`src/rtl/spi_fifo_bridge_if.sv`:
```
// Host and SPI-master handshake bundle for spi_fifo_bridge.
// The bridge uses the slave view; the host/master side uses master.
interface spi_fifo_bridge_if #(
   parameter int DATA_WIDTH = 32
);
   logic                  wr_valid;
   logic                  wr_ready;
   logic [DATA_WIDTH-1:0] wr_data;
   logic                  rd_valid;
   logic                  rd_ready;
   logic [DATA_WIDTH-1:0] rd_data;
   logic                  m_start;
   logic                  m_txe;
   logic [DATA_WIDTH-1:0] m_tx_data;
   logic                  m_busy;
   logic                  m_done;
   logic [DATA_WIDTH-1:0] m_rx_data;

   modport slave (
      input  wr_valid, wr_data, rd_ready,
      input  m_busy, m_done, m_rx_data,
      output wr_ready, rd_valid, rd_data,
      output m_start, m_txe, m_tx_data
   );

   modport master (
      output wr_valid, wr_data, rd_ready,
      output m_busy, m_done, m_rx_data,
      input  wr_ready, rd_valid, rd_data,
      input  m_start, m_txe, m_tx_data
   );
endinterface

```
`src/rtl/spi_fifo_bridge.sv`:
```
// TX/RX word FIFOs in front of an SPI master, with a small sequencer
// that chains queued words into one chip-select burst.
module spi_fifo_bridge #(
   parameter int DATA_WIDTH = 32,
   parameter int DEPTH      = 8
) (
   input  logic                    clk,
   input  logic                    rst_n,
   spi_fifo_bridge_if.slave        bus,
   input  logic                    flush,
   input  logic                    clr_overflow,
   output logic [$clog2(DEPTH):0]  tx_level,
   output logic [$clog2(DEPTH):0]  rx_level,
   output logic                    rx_overflow
);
   localparam int AW = $clog2(DEPTH);

   typedef logic [AW:0]   ptr_t;
   typedef logic [AW-1:0] idx_t;
   typedef enum logic [1:0] {IDLE, START, ACTIVE, HANDOFF} state_t;

   logic [DATA_WIDTH-1:0] tx_mem_q [DEPTH];
   logic [DATA_WIDTH-1:0] rx_mem_q [DEPTH];

   ptr_t   tx_wr_q, tx_wr_d, tx_rd_q, tx_rd_d;
   ptr_t   rx_wr_q, rx_wr_d, rx_rd_q, rx_rd_d;
   state_t state_q;
   logic   start_q;
   logic   ovf_q, ovf_d;

   logic tx_empty, tx_full, rx_empty, rx_full;
   logic tx_push, tx_pop, rx_push, rx_pop, rx_done;
   idx_t rx_widx;

   assign tx_empty = tx_wr_q == tx_rd_q;
   assign tx_full  = (tx_wr_q[AW] != tx_rd_q[AW]) &&
                     (tx_wr_q[AW-1:0] == tx_rd_q[AW-1:0]);
   assign rx_empty = rx_wr_q == rx_rd_q;
   assign rx_full  = (rx_wr_q[AW] != rx_rd_q[AW]) &&
                     (rx_wr_q[AW-1:0] == rx_rd_q[AW-1:0]);

   assign tx_level = tx_wr_q - tx_rd_q;
   assign rx_level = rx_wr_q - rx_rd_q;

   // The master latches the head in START, and in HANDOFF when it continues.
   assign tx_pop = !tx_empty &&
                   ((state_q == START) || (state_q == HANDOFF && !rx_full));

   // A full TX FIFO still takes a word on the cycle it is popped.
   assign bus.wr_ready = (!tx_full || tx_pop) && !flush;
   assign tx_push      = bus.wr_valid && bus.wr_ready;

   assign bus.m_start   = start_q;
   assign bus.m_txe     = tx_empty | rx_full;
   assign bus.m_tx_data = tx_mem_q[tx_rd_q[AW-1:0]];

   assign bus.rd_valid = !rx_empty;
   assign bus.rd_data  = rx_empty ? '0 : rx_mem_q[rx_rd_q[AW-1:0]];
   assign rx_pop       = !rx_empty && bus.rd_ready;

   // A word finishing during flush survives as the only RX entry.
   assign rx_done = (state_q == ACTIVE) && bus.m_done;
   assign rx_push = rx_done && (!rx_full || rx_pop || flush);
   assign rx_widx = flush ? '0 : rx_wr_q[AW-1:0];

   assign rx_overflow = ovf_q;

   // Next-state pointers and sticky overflow flag.
   always_comb begin
      tx_wr_d = flush ? '0 : tx_wr_q + {{AW{1'b0}}, tx_push};
      tx_rd_d = flush ? '0 : tx_rd_q + {{AW{1'b0}}, tx_pop};
      rx_wr_d = flush ? {{AW{1'b0}}, rx_push}
                      : rx_wr_q + {{AW{1'b0}}, rx_push};
      rx_rd_d = flush ? '0 : rx_rd_q + {{AW{1'b0}}, rx_pop};
      ovf_d   = ovf_q;
      if (clr_overflow)
         ovf_d = 1'b0;
      if (rx_done && !rx_push)
         ovf_d = 1'b1;
   end

   // FIFO storage; contents need no reset since pointers gate them.
   always_ff @(posedge clk) begin
      if (tx_push)
         tx_mem_q[tx_wr_q[AW-1:0]] <= bus.wr_data;
      if (rx_push)
         rx_mem_q[rx_widx] <= bus.m_rx_data;
   end

   // Pointer and flag registers.
   always_ff @(posedge clk or negedge rst_n) begin
      if (!rst_n) begin
         tx_wr_q <= '0;
         tx_rd_q <= '0;
         rx_wr_q <= '0;
         rx_rd_q <= '0;
         ovf_q   <= 1'b0;
      end else begin
         tx_wr_q <= tx_wr_d;
         tx_rd_q <= tx_rd_d;
         rx_wr_q <= rx_wr_d;
         rx_rd_q <= rx_rd_d;
         ovf_q   <= ovf_d;
      end
   end

   // Burst sequencer with registered start pulse.
   always_ff @(posedge clk or negedge rst_n) begin
      if (!rst_n) begin
         state_q <= IDLE;
         start_q <= 1'b0;
      end else begin
         unique case (state_q)
            IDLE: begin
               if (!tx_empty && !rx_full && !bus.m_busy && !flush) begin
                  state_q <= START;
                  start_q <= 1'b1;
               end
            end
            START: begin
               state_q <= ACTIVE;
               start_q <= 1'b0;
            end
            ACTIVE: begin
               if (bus.m_done)
                  state_q <= HANDOFF;
               else if (!bus.m_busy)
                  state_q <= IDLE;
            end
            HANDOFF: state_q <= ACTIVE;
            default: begin
               state_q <= IDLE;
               start_q <= 1'b0;
            end
         endcase
      end
   end
endmodule

```
`src/flat_wrapper.sv`:
```
// flat-port wrapper written by rule: the top's interface ports become plain ports
module spi_fifo_bridge_flat 
#(
   parameter int DATA_WIDTH = 32,
   parameter int DEPTH      = 8
)
  (clk, rst_n, flush, clr_overflow, tx_level, rx_level, rx_overflow, bus_wr_valid, bus_wr_data, bus_rd_ready, bus_m_busy, bus_m_done, bus_m_rx_data, bus_wr_ready, bus_rd_valid, bus_rd_data, bus_m_start, bus_m_txe, bus_m_tx_data);
  spi_fifo_bridge_if #(.DATA_WIDTH(DATA_WIDTH)) bus_i ();
  input  logic clk;
  input  logic rst_n;
  input  logic flush;
  input  logic clr_overflow;
  output logic [$clog2(DEPTH):0] tx_level;
  output logic [$clog2(DEPTH):0] rx_level;
  output logic rx_overflow;
  input wire logic [$bits(bus_i.wr_valid)-1:0] bus_wr_valid;
  input wire logic [$bits(bus_i.wr_data)-1:0] bus_wr_data;
  input wire logic [$bits(bus_i.rd_ready)-1:0] bus_rd_ready;
  input wire logic [$bits(bus_i.m_busy)-1:0] bus_m_busy;
  input wire logic [$bits(bus_i.m_done)-1:0] bus_m_done;
  input wire logic [$bits(bus_i.m_rx_data)-1:0] bus_m_rx_data;
  output wire logic [$bits(bus_i.wr_ready)-1:0] bus_wr_ready;
  output wire logic [$bits(bus_i.rd_valid)-1:0] bus_rd_valid;
  output wire logic [$bits(bus_i.rd_data)-1:0] bus_rd_data;
  output wire logic [$bits(bus_i.m_start)-1:0] bus_m_start;
  output wire logic [$bits(bus_i.m_txe)-1:0] bus_m_txe;
  output wire logic [$bits(bus_i.m_tx_data)-1:0] bus_m_tx_data;
  assign bus_i.wr_valid = bus_wr_valid;
  assign bus_i.wr_data = bus_wr_data;
  assign bus_i.rd_ready = bus_rd_ready;
  assign bus_i.m_busy = bus_m_busy;
  assign bus_i.m_done = bus_m_done;
  assign bus_i.m_rx_data = bus_m_rx_data;
  assign bus_wr_ready = bus_i.wr_ready;
  assign bus_rd_valid = bus_i.rd_valid;
  assign bus_rd_data = bus_i.rd_data;
  assign bus_m_start = bus_i.m_start;
  assign bus_m_txe = bus_i.m_txe;
  assign bus_m_tx_data = bus_i.m_tx_data;
  spi_fifo_bridge #(.DATA_WIDTH(DATA_WIDTH), .DEPTH(DEPTH)) u_core (.clk(clk), .rst_n(rst_n), .bus(bus_i), .flush(flush), .clr_overflow(clr_overflow), .tx_level(tx_level), .rx_level(rx_level), .rx_overflow(rx_overflow));
endmodule
```
`config.mk`:
```
export PLATFORM = sky130hd
export DESIGN_NAME = spi_fifo_bridge_flat
export DESIGN_NICKNAME = d
export VERILOG_FILES = /design/src/rtl/spi_fifo_bridge_if.sv /design/src/rtl/spi_fifo_bridge.sv /design/src/flat_wrapper.sv
export SDC_FILE = /design/constraint.sdc
export NUM_CORES = 1
export LEC_CHECK = 0
export BUFFER_PORTS_ARGS = -buffer_cell sky130_fd_sc_hd__buf_2
export CAP_MARGIN = 20
export CORE_MARGIN = 4
export CORE_UTILIZATION = 50
export CTS_CLUSTER_DIAMETER = 40
export DETAILED_ROUTE_END_ITERATION = 12
export PLACE_DENSITY = 0.8
export SLEW_MARGIN = 20
export SYNTH_ARGS = -nofsm -noshare
export SYNTH_HDL_FRONTEND = slang
export SYNTH_SLANG_ARGS = --single-unit
```
`constraint.sdc`:
```
create_clock -name clk -period 7.52 [get_ports clk]
set_input_delay 2.256 -clock clk [delete_from_list [all_inputs] [get_ports clk]]
set_output_delay 2.256 -clock clk [all_outputs]
set_load 0.05 [all_outputs]
```
==> results of run 1 <==
==> Yosys cell counts (2+ instances only) <==
library cell  number  share of area
buf_2             17         0.0041
xor2_1             5         0.0021
or3_1              2        0.00061
clkbuf_1          10         0.0018
mux4_2           128           0.14
dfrtp_1           20          0.024
buf_1              5        0.00092
xnor2_1            9         0.0038
a21o_1             2        0.00073
o21ai_0            2        0.00049
nor4_1             7         0.0021
ha_1              14         0.0085
edfxtp_1         512           0.75
fa_1               2         0.0020
nor2b_1            9         0.0027
a22o_1            32          0.014
nor3_1             4        0.00098
buf_4             11         0.0040
a21oi_1            4        0.00098
nand3_1           10         0.0024
nand2_1           99          0.018
inv_1             21         0.0038
nor2_1            12         0.0022
nor2_2             2        0.00061
==> per-layer routing <==
metal / wire length (um) / share of wire / vias up
met5: 33 / 0.00080 / -
met3: 2985 / 0.072 / 63
li1: - / - / 4326
met1: 15940 / 0.39 / 5187
met4: 799 / 0.019 / 6
met2: 21590 / 0.52 / 355
==> logic make-up (layout without fill, tap and decap cells) <==
logic type      after synthesis  after routing  synth area share
compound gates               48             48           0.02063
other cells                   0              3                 0
buf+inv                      64            311           0.01477
simple gates                151            151           0.03246
mux                         128            128            0.1406
fa+ha+maj                    16             16           0.01050
xor+xnor                     15             15          0.006774
flops                       532            532            0.7743
==> where the power goes <==
group	internal (uW)	leakage, uW	switching [uW]
Combinational	470	0.00217	959
Clock	1820	0.00104	1220
Sequential	3340	0.00489	78.1
==> flip-flops by register name, summed over array words and instances, names as in the netlist <==
signal              cells
u_core.bus.m_start      1
u_core.rx_mem_q       256
u_core.tx_rd_q          4
u_core.tx_wr_q          4
u_core.rx_rd_q          4
u_core.rx_wr_q          4
u_core.rx_overflow      1
u_core.state_q          2
u_core.tx_mem_q       256
==> layout make-up <==
| type | instances | area, sq um |
|---|---|---|
| Antenna cell | 3 | 7.507 |
| Clock buffer | 76 | 1732 |
| Clock inverter | 42 | 419.2 |
| Fill cell | 2729 | 15970 |
| Inverter | 21 | 78.83 |
| Multi-Input combinational cell | 358 | 4431 |
| Sequential cell | 532 | 15890 |
| Tap cell | 525 | 656.9 |
| Timing Repair Buffer | 172 | 920.9 |
==> path summary, 6_finish.rpt <==
path | from | endpoint | slack [ns] | cells after the start
setup / recovery | flush | bus_wr_ready | 1.94 | 5
hold / removal | u_core.bus.m_start | u_core.bus.m_start | 0.52 | 2
setup reg to reg | u_core.rx_rd_q[0] | u_core.rx_mem_q[1][18] | 4.33 | 6
hold reg to reg | u_core.bus.m_start | u_core.bus.m_start | 0.52 | 2
max in group asynchronous | rst_n | u_core.tx_rd_q[0] | 5.53 | 1
min in group asynchronous | rst_n | u_core.tx_rd_q[3] | 1.63 | 1
==> metrics by stage <==
step                hold WS [ns]  cell area, sq um  instances  total power [uW]
floorplan                 0.4831             20500        954              4564
global placement          0.4978             21970       1608              4899
detailed placement        0.5134             21970       1608              4928
CTS                       0.5238             24120       1726              7973
global route              0.5494             24130       1727              8194
finish                    0.5202             24130       1729              7890
==> tightest hold or removal path: cells and delay by family (launching register included) <==
family / cells / cell delay, ns
AOI/OAI and AO/OA: 1 / 0.04
DFF: 1 / 0.37
buffers and inverters: 1 / 0.06
==> results.cfg, run 1 <==
[die]
fp.dieH_um = 210.5
die_width_um = 210.5
rows = 73
pin_count = 149
initial_utilization = 0.5113
die-area_sq_um = 44310
core_area_sq_um = 40100

[yosys]
synthCells = 954
async_flop_share = 0.03759
ys_seq_area_frac = 0.7743
synth.avg_cell_area_sq_um = 21.49
synth_fp_nets = 1042
synth-edff-count = 512
ys.flop_type = edfxtp_1
netlist_area_sq_um = 20500
ys_ff_latch = 532
synth_cell_types = 39
yosys_warnings = 0

[routing]
vias = 9937
drt_iter0_drc = 924
drc = 0
routedWlPerCell_um = 23.92
wl_mm = 41.35
vias_per_cell = 5.747
drt_first_pass_iters = 5
ant_nets = 0

[grt]
grt_use_met1 = 0.2428
grt_pass1_wl_mm = 63.25
grt_pass1_vias = 10470
overflow = 0
antenna_found_initial = 5
grt_usage = 0.1886
top_usage_layer = met2
gr-usage-met2 = 0.3197
grt_util_met3 = 0.04882
grt_max_degree = 69

[sta]
fin_ws_ns = 1.944
layout_min_cycle_time_ns = 5.576
slew_viol_final = 0
rsz0062_at_grt = no
setup_viol = 0
fmax_mhz = 179.3
final_hold_viol_count = 0
fin_setup_tns_ns = 0
tightest_slew_ns = 0.9933
slew_headroom = 0.3378
period_share = 0.7415
fin_skew_ns = 0.01718

[worst_setup_path]
cp_slowest_cell = inv_1
cp-end-kind = output port
required_ns = 5.26
path_cells = buf_2 -> inv_1 -> o31ai_4 -> inv_1 -> buf_2
crit_path_max_fanout = 20
max_stage_delay_ns = 0.32
crit_type = input port to output port
critical_path.top_delay_family = buffers and inverters
critPathLaunchType = input port
worst_ep_arrival_time_ns = 3.32
critPathBufInv = 4

[cts]
ctsResizeCount = 0
clkSinkCount = 532
htree_levels = 3
cts_tree = done
clk_latency_ns = 0.57
cts_buffers = 66
ctsHoldBuffers = 0
clk_pin_slew_ns = 0.05
post_cts_buffers = 0
cts_max_path_buffers = 3
clockRootBuffer = clkbuf_16

[hold_path]
hold_path.class = flip-flop to flip-flop

[place]
dp_hpwl_mm = 21.81
place_congestion = 0.7545
port_buffers = 148
pre_cts_slack_ns = 1.927

[cells_and_area]
final_cell_mix = edfxtp_1 (512), buf_2 (148), mux4_2 (128), nand2_1 (99), clkbuf_16 (68)
drive_above_1_share = 0.3589
nNetsFinal = 1239
final_common_cell = edfxtp_1
syn_to_final_growth_pct = 17.69
utilization = 0.6018

[pwr]
p_leak_uw = 0.008098
pwr_density_cell_nw_per_um2 = 327.0
peakVddDrop_mv = 0.2211

[outcome]
status = completed

[run]
cap_violations = 0
Note: power is estimated with default switching activity, not from simulation.
==> run 2: changes to the inputs <==
==> constraint.sdc (replaced) <==
create_clock -name clk -period 5.8 [get_ports clk]
set_input_delay 1.74 -clock clk [delete_from_list [all_inputs] [get_ports clk]]
set_output_delay 1.74 -clock clk [all_outputs]
set_load 0.05 [all_outputs]
==> run 2 against run 1 <==
Critical path depth unchanged; power increased by 32%; global-route usage decreased by 0.26 points; sequential share of layout area decreased by 0.40 points; worst setup slack got worse by 0.77 ns; utilization increased by 0.37 points; final cell count increased by 0.23%; clock skew increased by 0.0026 ns; hold slack improved by 0.0032 ns; via count increased by 0.37%; critical path type unchanged; highest routed layer unchanged.
==> results.cfg, run 2 (same netlist as run 1, synthesis figures left out) <==
[outcome]
status = completed

[grt]
grt_pass1_wl_mm = 62.77
grt_usage = 0.1860
grt_max_degree = 68
overflow = 0
grt_pass1_vias = 10640
antenna_found_initial = 5

[pwr]
p_leak_uw = 0.008165
pwr_density_cell_nw_per_um2 = 427.8
peakVddDrop_mv = 0.3669

[sta]
fin_ws_ns = 1.169
slew_headroom = 0.3133
final_hold_viol_count = 0
rsz0062_at_grt = no
fin_skew_ns = 0.01979
setup_viol = 0
layout_min_cycle_time_ns = 4.631
period_share = 0.7984
tightest_slew_ns = 1.028
slew_viol_final = 0
fmax_mhz = 216.0
fin_setup_tns_ns = 0

[cts]
clk_pin_slew_ns = 0.06
htree_levels = 3
cts_buffers = 68
clk_latency_ns = 0.58
clockRootBuffer = clkbuf_16
post_cts_buffers = 0
ctsHoldBuffers = 0
cts_max_path_buffers = 3
clkSinkCount = 532
cts_tree = done
ctsResizeCount = 0

[cells_and_area]
drive_above_1_share = 0.3679
final_common_cell = edfxtp_1
multiInputGateArea_sq_um = 4466
regArea_sq_um = 15890
final_cells = 1733
fillCellCount = 2706
syn_to_final_growth_pct = 18.42
nNetsFinal = 1244
final_cell_mix = edfxtp_1 (512), buf_2 (148), mux4_2 (128), nand2_1 (99), clkbuf_16 (71)

[worst_setup_path]
critical_path.top_delay_family = buffers and inverters
cp_slowest_cell = buf_2
path_cells = buf_2 -> inv_1 -> o31ai_4 -> inv_1 -> buf_2
crit_path_max_fanout = 20
worst_ep_arrival_time_ns = 2.89
cp-end-kind = output port
critPathBufInv = 4
crit_type = input port to output port
critPathLaunchType = input port
required_ns = 4.06
max_stage_delay_ns = 0.34

[place]
place_congestion = 0.7365
pre_cts_slack_ns = 1.149
dp_cells = 1611
dp_hpwl_mm = 21.92
port_buffers = 148

[routing]
routedWlPerCell_um = 23.55
vias = 9974
drt_iter0_drc = 827
drc = 0
ant_nets = 0
wl_mm = 40.81
drt_first_pass_iters = 5
vias_per_cell = 5.755

[die]
die_width_um = 210.5
fp.dieH_um = 210.5
rows = 73
core_area_sq_um = 40100
pin_count = 149
initial_utilization = 0.5113
die-area_sq_um = 44310

[run]
cap_violations = 0

[hold_path]
hold_path.class = flip-flop to flip-flop
-- run 2: final timing paths --
check | endpoint | cells past startpoint | slack, ns | from
max | bus_wr_ready | 5 | 1.17 | flush
min | u_core.bus.m_start | 2 | 0.52 | u_core.bus.m_start
max reg2reg | u_core.tx_mem_q[7][9] | 7 | 2.64 | u_core.tx_rd_q[2]
min reg2reg | u_core.bus.m_start | 2 | 0.52 | u_core.bus.m_start
max in group asynchronous | u_core.tx_rd_q[0] | 1 | 4.28 | rst_n
min in group asynchronous | u_core.rx_overflow | 1 | 1.13 | rst_n
-- run 2: area by class of cell --
class                           count  area share
Antenna cell                        1   0.0001031
Clock buffer                       74     0.07364
Clock inverter                     47     0.01840
Inverter                           21    0.003247
Multi-Input combinational cell    358      0.1839
Sequential cell                   532      0.6543
Tap cell                          525     0.02705
Timing Repair Buffer              175     0.03937
-- run 2: routing by layer --
layer / vias up / share of wire / global-route usage
li1: 4337 / - / -
met1: 5141 / 0.38 / 0.2379
met2: 398 / 0.52 / 0.3189
met3: 88 / 0.073 / 0.04584
met4: 10 / 0.023 / 0.05790
met5: - / 0.0020 / 0
-- run 2: where the power goes --
group | internal, uW | switching, uW
Clock | 2460 | 1630
Sequential | 4330 | 68.6
Combinational | 615 | 1280
-- run 2: stage by stage --
step                      total power (uW)  area, sq um  hold slack [ns]    util
after detailed placement              6400        22040           0.5188  0.5497
after floorplan                       5920        20530           0.4831       -
after CTS                            10490        24280           0.5297  0.6055
after global routing                 10760        24280           0.5484  0.6055
after global placement                6370        22040           0.4976  0.5497
final                                10390        24280           0.5234  0.6055
-- run 2: worst reg2reg max path: stages, from the launching register on --
cell      delay [ns]
dfrtp_1         0.37
inv_1           0.05
buf_4           0.43
ha_1            0.36
nand3_1         0.29
o311ai_4        0.19
nor2_4          0.84
buf_4           0.34
